<file path="src/rtl/us_ctrl.sv">
// Upsampler front-end controller: takes mapped I/Q symbols through a one-entry buffer and
// presents each symbol to the upsamplers for UP_FACTOR cycles, then flushes with zeros.
module us_ctrl #(
   parameter int FRAME_LEN = 512,
   parameter int UP_FACTOR = 4,
   parameter int DRAIN_CYC = 8
) (
   input  logic       clk,
   input  logic       reset,
   input  logic       start,
   input  logic       i_valid,
   input  logic [1:0] i_data,
   input  logic [1:0] q_data,
   output logic       i_ready,
   output logic       us_en,
   output logic [1:0] us_din_i,
   output logic [1:0] us_din_q,
   output logic [2:0] phase,
   output logic [9:0] sym_cnt,
   output logic       busy,
   output logic       done,
   output logic       underrun
);

   localparam logic [2:0] LAST_PHASE = 3'(UP_FACTOR - 1);
   localparam logic [9:0] LAST_SYM   = 10'(FRAME_LEN);
   localparam logic [7:0] LAST_DRAIN = 8'(DRAIN_CYC);

   typedef enum logic [2:0] {IDLE, LOAD, RUN, DRAIN, DONE} state_t;

   state_t     state;
   logic       buf_valid;
   logic [1:0] buf_i;
   logic [1:0] buf_q;
   logic [9:0] acc_cnt;
   logic [7:0] drain_cnt;
   logic       accept;

   // NOTE: i_ready is decoded from registered state only, so it never depends on i_valid
   // and cannot form a combinational loop with the mapper's handshake logic.
   assign i_ready = ((state == LOAD) || (state == RUN)) && !buf_valid && (acc_cnt < LAST_SYM);
   assign accept  = i_valid && i_ready;

   // NOTE: every register here, including the buffer data, is in the async reset so that
   // all outputs read zero the moment reset rises, with no clock required.
   always_ff @(posedge clk or posedge reset) begin
      if (reset) begin
         state     <= IDLE;
         buf_valid <= 1'b0;
         buf_i     <= '0;
         buf_q     <= '0;
         acc_cnt   <= '0;
         drain_cnt <= '0;
         us_en     <= 1'b0;
         us_din_i  <= '0;
         us_din_q  <= '0;
         phase     <= '0;
         sym_cnt   <= '0;
         busy      <= 1'b0;
         done      <= 1'b0;
         underrun  <= 1'b0;
      end else begin
         // NOTE: non-blocking assignments throughout; a later assignment in this block to
         // the same register deliberately overrides an earlier one in the same cycle.
         done <= 1'b0;

         // A consume only clears a full buffer, and accept needs an empty one, so the two
         // never collide on buf_valid.
         if (accept) begin
            buf_i     <= i_data;
            buf_q     <= q_data;
            buf_valid <= 1'b1;
            acc_cnt   <= acc_cnt + 10'd1;
         end

         case (state)
            IDLE: begin
               if (start) begin
                  state     <= LOAD;
                  busy      <= 1'b1;
                  sym_cnt   <= '0;
                  acc_cnt   <= '0;
                  underrun  <= 1'b0;
                  buf_valid <= 1'b0;
               end
            end
            LOAD: begin
               if (buf_valid) begin
                  state     <= RUN;
                  us_en     <= 1'b1;
                  us_din_i  <= buf_i;
                  us_din_q  <= buf_q;
                  buf_valid <= 1'b0;
                  phase     <= '0;
                  sym_cnt   <= 10'd1;
               end
            end
            RUN: begin
               if (phase == LAST_PHASE) begin
                  phase <= '0;
                  if (sym_cnt == LAST_SYM) begin
                     state     <= DRAIN;
                     us_din_i  <= '0;
                     us_din_q  <= '0;
                     drain_cnt <= 8'd1;
                  end else begin
                     sym_cnt <= sym_cnt + 10'd1;
                     if (buf_valid) begin
                        us_din_i  <= buf_i;
                        us_din_q  <= buf_q;
                        buf_valid <= 1'b0;
                     end else begin
                        // Starved: insert a zero symbol rather than stretch frame timing.
                        us_din_i <= '0;
                        us_din_q <= '0;
                        underrun <= 1'b1;
                     end
                  end
               end else begin
                  phase <= phase + 3'd1;
               end
            end
            DRAIN: begin
               if (drain_cnt == LAST_DRAIN) begin
                  state <= DONE;
                  us_en <= 1'b0;
                  busy  <= 1'b0;
                  done  <= 1'b1;
               end else begin
                  drain_cnt <= drain_cnt + 8'd1;
               end
            end
            DONE:    state <= IDLE;
            default: state <= IDLE;
         endcase
      end
   end

endmodule

</file>
<file path="config.mk">
export PLATFORM = sky130hd
export DESIGN_NAME = us_ctrl
export DESIGN_NICKNAME = d
export VERILOG_FILES = /design/src/rtl/us_ctrl.sv
export SDC_FILE = /design/constraint.sdc
export NUM_CORES = 1
export LEC_CHECK = 0
export BUFFER_PORTS_ARGS = -buffer_cell sky130_fd_sc_hd__buf_4
export CORE_MARGIN = 3
export CORE_UTILIZATION = 35
export CTS_BUF_LIST = sky130_fd_sc_hd__clkbuf_2
export CTS_CLUSTER_SIZE = 40
export DETAILED_ROUTE_END_ITERATION = 10
export PLACE_DENSITY = 0.52
export SLEW_MARGIN = 20
export SYNTH_ARGS = -nofsm -noshare
export SYNTH_HDL_FRONTEND = slang
export SYNTH_SLANG_ARGS = --single-unit
</file>
<file path="constraint.sdc">
create_clock -name clk -period 4.3 [get_ports clk]
set_input_delay 0 -clock clk [delete_from_list [all_inputs] [get_ports clk]]
set_output_delay 0 -clock clk [all_outputs]
set_load 0.05 [all_outputs]
</file>
==> results list <==
- Mapped Area: 2600 um^2
- Result of the run: finished clean
* Worst Max-Slew Pin Slew: 0.830 ns
- In this run the worst path has a maximum fanout of 18.
- The core region is 6980 um^2.
- Critical Path Start Type: register
- Setup repair after global routing missed its margin: false
- The die is 92.2 um wide.
- The first global-routing pass estimated 10300 um of wire.
- For the finished layout, the period the worst path requires is 2.42 ns.
* Hold Vio Cnt, Final: 0
- Yosys mapped a number of flops with a built-in enable equal to 0.
- Clock Sink Count: 47
* Net count of the finished layout: 308
- Sequential element share of the synthesized area: 45.3%
- After routing, the total negative slack on setup checks comes to 0 ns.
* List of most frequent post-synthesis cells: 47 x sky130_fd_sc_hd__dfrtp_1, 20 x sky130_fd_sc_hd__o21ai_0, 19 x sky130_fd_sc_hd__a21oi_1, 16 x sky130_fd_sc_hd__inv_1, 15 x sky130_fd_sc_hd__nand2_1
- Die Ht: 92.2 um
* Power density relative to cell area: 641 nW/um^2
- In the final routed layout, each cell accounts on average for 15.8 um.
- Post-route clock skew: 0.0214 ns
- Averaged over all synthesized cells, the footprint is 9.92 um^2.
- Sequential cell area: 1180 um^2
* Die ar.: 8500 um^2
- Ratio of cells with drive above 1 in the final layout: 19.3%
- Root Driver: sky130_fd_sc_hd__clkbuf_2
- The filler cells instantiated in the layout total 723.
- Boundary pin count: 30
* Total setup buffers inserted after CTS: 0
* Bufs on Longest Clock Path: 2
- Across the VDD grid, the largest voltage drop is 0.000350 V.
- In the synthesized netlist the async set-or-reset flop fraction comes to 100%.
- Required time of the critical path: 4.62 ns
- Setup violations remaining at the end of the flow were counted as 0.
- Among all flip-flop cells after synthesis, the most frequent one is sky130_fd_sc_hd__dfrtp_1.
- Smallest setup slack after layout: 1.88 ns
* Antenna violations before repair: 0
- Final slew viol count: 0
- After routing the design area is 3060 um^2.
- Summing all multi-input logic gate instances after layout gives 1310 um^2.
- Starting density of the core: 37.2%
- The number of nets handed over by synthesis was 276.
- Slack of the worst reg-to-reg path: 1.88 ns
- Cell count after synthesis: 262
* Register bit total from synthesis: 47
* Largest net degree at the start of global routing: 48
- Number of levels in the clock H-tree: 2
- Number of CTS-inserted buffers: 5
- Min-delay worst type: in -> async
* Placed instance count: 376
- Dividing the final minimum period by the clock period gives 56.4%.
* Overall fraction of global-route tracks in use: 15.0%
- Summed over all layers, the global routing overflow is 0.
- Number of antenna diodes: 0
- The initialized floorplan defines 30 standard-cell rows.
- Remaining DRCs: 0
- The worst pin sits at a relative slew slack of 44.6%.
* Type of destination of the critical path: register
* Number of cells traversed by the worst register-to-register path: 4
- The number of global-route vias before repair was 2012.
- The detail route stage leaves a number of antenna-violating nets equal to 0.
- The finished layout holds 391 standard cells, fillers aside.
- Static timing analysis puts the maximum clock frequency at 413 MHz.
- Yosys printed 0 warnings.
- The routed design has 6170 um of wire.
- Reg-to-reg critical path endpoint: sym_cnt[6]
- The share of synthesized area in the top cell type comes to 45.3%.
* Buffers added on ports: 29
- Number of hold buffers added after cts: 7
- Top cells by area in the synthesized netlist: sky130_fd_sc_hd__dfrtp_1 45%, sky130_fd_sc_hd__o31ai_1 4.0%, sky130_fd_sc_hd__o21ai_0 3.9%, sky130_fd_sc_hd__a21oi_1 3.7%, sky130_fd_sc_hd__or4_1 3.2%
- Leakage power total: 0.00127 uW
- The most critical setup path has its startpoint at state[1].
- Routed via count divided by cell count: 5.40
- HPWL after detailed placement: 4160 um
* Initial drt markers: 100
- CTS tree: yes
* Fraction of the core area covered by cells at the end of the flow: 43.9%
* Layout area overhead: 17.9%
- Count of max-cap constraint violations: 0
- The most common cell in the synthesized netlist is sky130_fd_sc_hd__dfrtp_1.
* Detailed-routing iteration count for the pre-antenna-repair pass: 4
- Dpl cell area: 2890 um^2
- After clock tree synthesis, the clock-pin slew on the worst setup and hold paths is 0.27 ns.
- Dominant cell type by area after synthesis: sky130_fd_sc_hd__dfrtp_1
* Clock network latency to the later pin of the worst-skew pair: 0.43 ns
* Worst reg2reg path startpoint: state[1]
- Crit path arrival time: 2.75 ns
* Post-placement worst setup slack: 1.60 ns
- Placer's final routability congestion estimate: 0.775
- Via count: 2113
- The netlist uses 48 different library cells.
- Post_cts resized: 0
- Worst Path Class, Setup: reg -> reg
==> registers in the layout, summed over array words and instances, names as in the netlist, 2 cells and up <==
register,cells
acc_cnt,10
buf_i,2
buf_q,2
drain_cnt,8
phase,3
state,3
sym_cnt,10
us_din_i,2
us_din_q,2
==> cell usage in the layout (no fill, tap or decap), types with 3 or more instances in the layout <==
cell / instances
sky130_fd_sc_hd__mux2_2: 4
sky130_fd_sc_hd__or4_1: 11
sky130_fd_sc_hd__nand3_1: 10
sky130_fd_sc_hd__clkbuf_2: 6
sky130_fd_sc_hd__xor2_1: 3
sky130_fd_sc_hd__nand2_1: 15
sky130_fd_sc_hd__nor2b_1: 3
sky130_fd_sc_hd__dfrtp_1: 47
sky130_fd_sc_hd__a211oi_1: 3
sky130_fd_sc_hd__nand2b_1: 3
sky130_fd_sc_hd__inv_1: 15
sky130_fd_sc_hd__dlygate4sd3_1: 7
sky130_fd_sc_hd__nand4_1: 5
sky130_fd_sc_hd__ha_1: 6
sky130_fd_sc_hd__a21oi_1: 19
sky130_fd_sc_hd__mux2i_1: 7
sky130_fd_sc_hd__or3_1: 4
sky130_fd_sc_hd__nor2_1: 9
sky130_fd_sc_hd__nor3_1: 4
sky130_fd_sc_hd__o21ai_0: 20
sky130_fd_sc_hd__buf_4: 31
sky130_fd_sc_hd__a22o_1: 5
sky130_fd_sc_hd__nand3b_1: 4
sky130_fd_sc_hd__o21bai_1: 6
sky130_fd_sc_hd__o31ai_1: 14
==> per-stage QoR <==
| step | power (uW) | hold WS, ns |
|---|---|---|
| after floorplan | 1390 | 0.151 |
| after global placement | 1650 | 0.235 |
| after detailed placement | 1650 | 0.240 |
| after CTS | 1970 | 0.301 |
| after global routing | 2100 | 0.263 |
| final | 1960 | 0.235 |
==> how the worst max path moves through the flow <==
stage	to	slack [ns]
after floorplan	drain_cnt[5]	1.84
after global placement	sym_cnt[0]	1.65
after detailed placement	sym_cnt[0]	1.60
after CTS	sym_cnt[0]	1.58
after global routing	sym_cnt[6]	1.74
final	sym_cnt[6]	1.88
==> cell type report <==
cell class | count | share of cell area [%]
multi-input combinational | 186 | 42.9
tap | 96 | 3.92
sequential | 47 | 38.4
clock inverter | 2 | 1.96
inverter | 16 | 2.00
clock buffer | 6 | 0.980
timing repair buffer | 38 | 9.89
==> worst max-delay path, stage by stage (launching register included) <==
cell,delay (ns)
sky130_fd_sc_hd__dfrtp_1,0.70
sky130_fd_sc_hd__or3b_2,0.56
sky130_fd_sc_hd__nor4_4,0.75
sky130_fd_sc_hd__nor4_1,0.16
sky130_fd_sc_hd__mux2i_1,0.16
==> metal layers <==
metal | global-route usage (%) | wire length, um
met2 | 22.3 | 2730
met4 | 3.34 | 28
met1 | 22.3 | 3180
met5 | 0 | 0
met3 | 3.04 | 234
==> cells by family (layout without fill, tap and decap cells) <==
family | Yosys count | after routing | synth area share [%]
DFF | 47 | 47 | 45.3
xor gates and xnor gates | 3 | 3 | 1.01
AOI/OAI and AO/OA | 79 | 79 | 21.3
muxes | 11 | 11 | 4.43
and+or+nand+nor | 87 | 87 | 20.3
buffers and inverters | 29 | 62 | 4.82
adders and majority gates | 6 | 6 | 2.89
==> where the power goes <==
part	switching (uW)	internal (uW)	total, uW
sequential	158	564	722
combinational	587	339	926
clock	156	159	314
(Power assumes the default switching activity.)
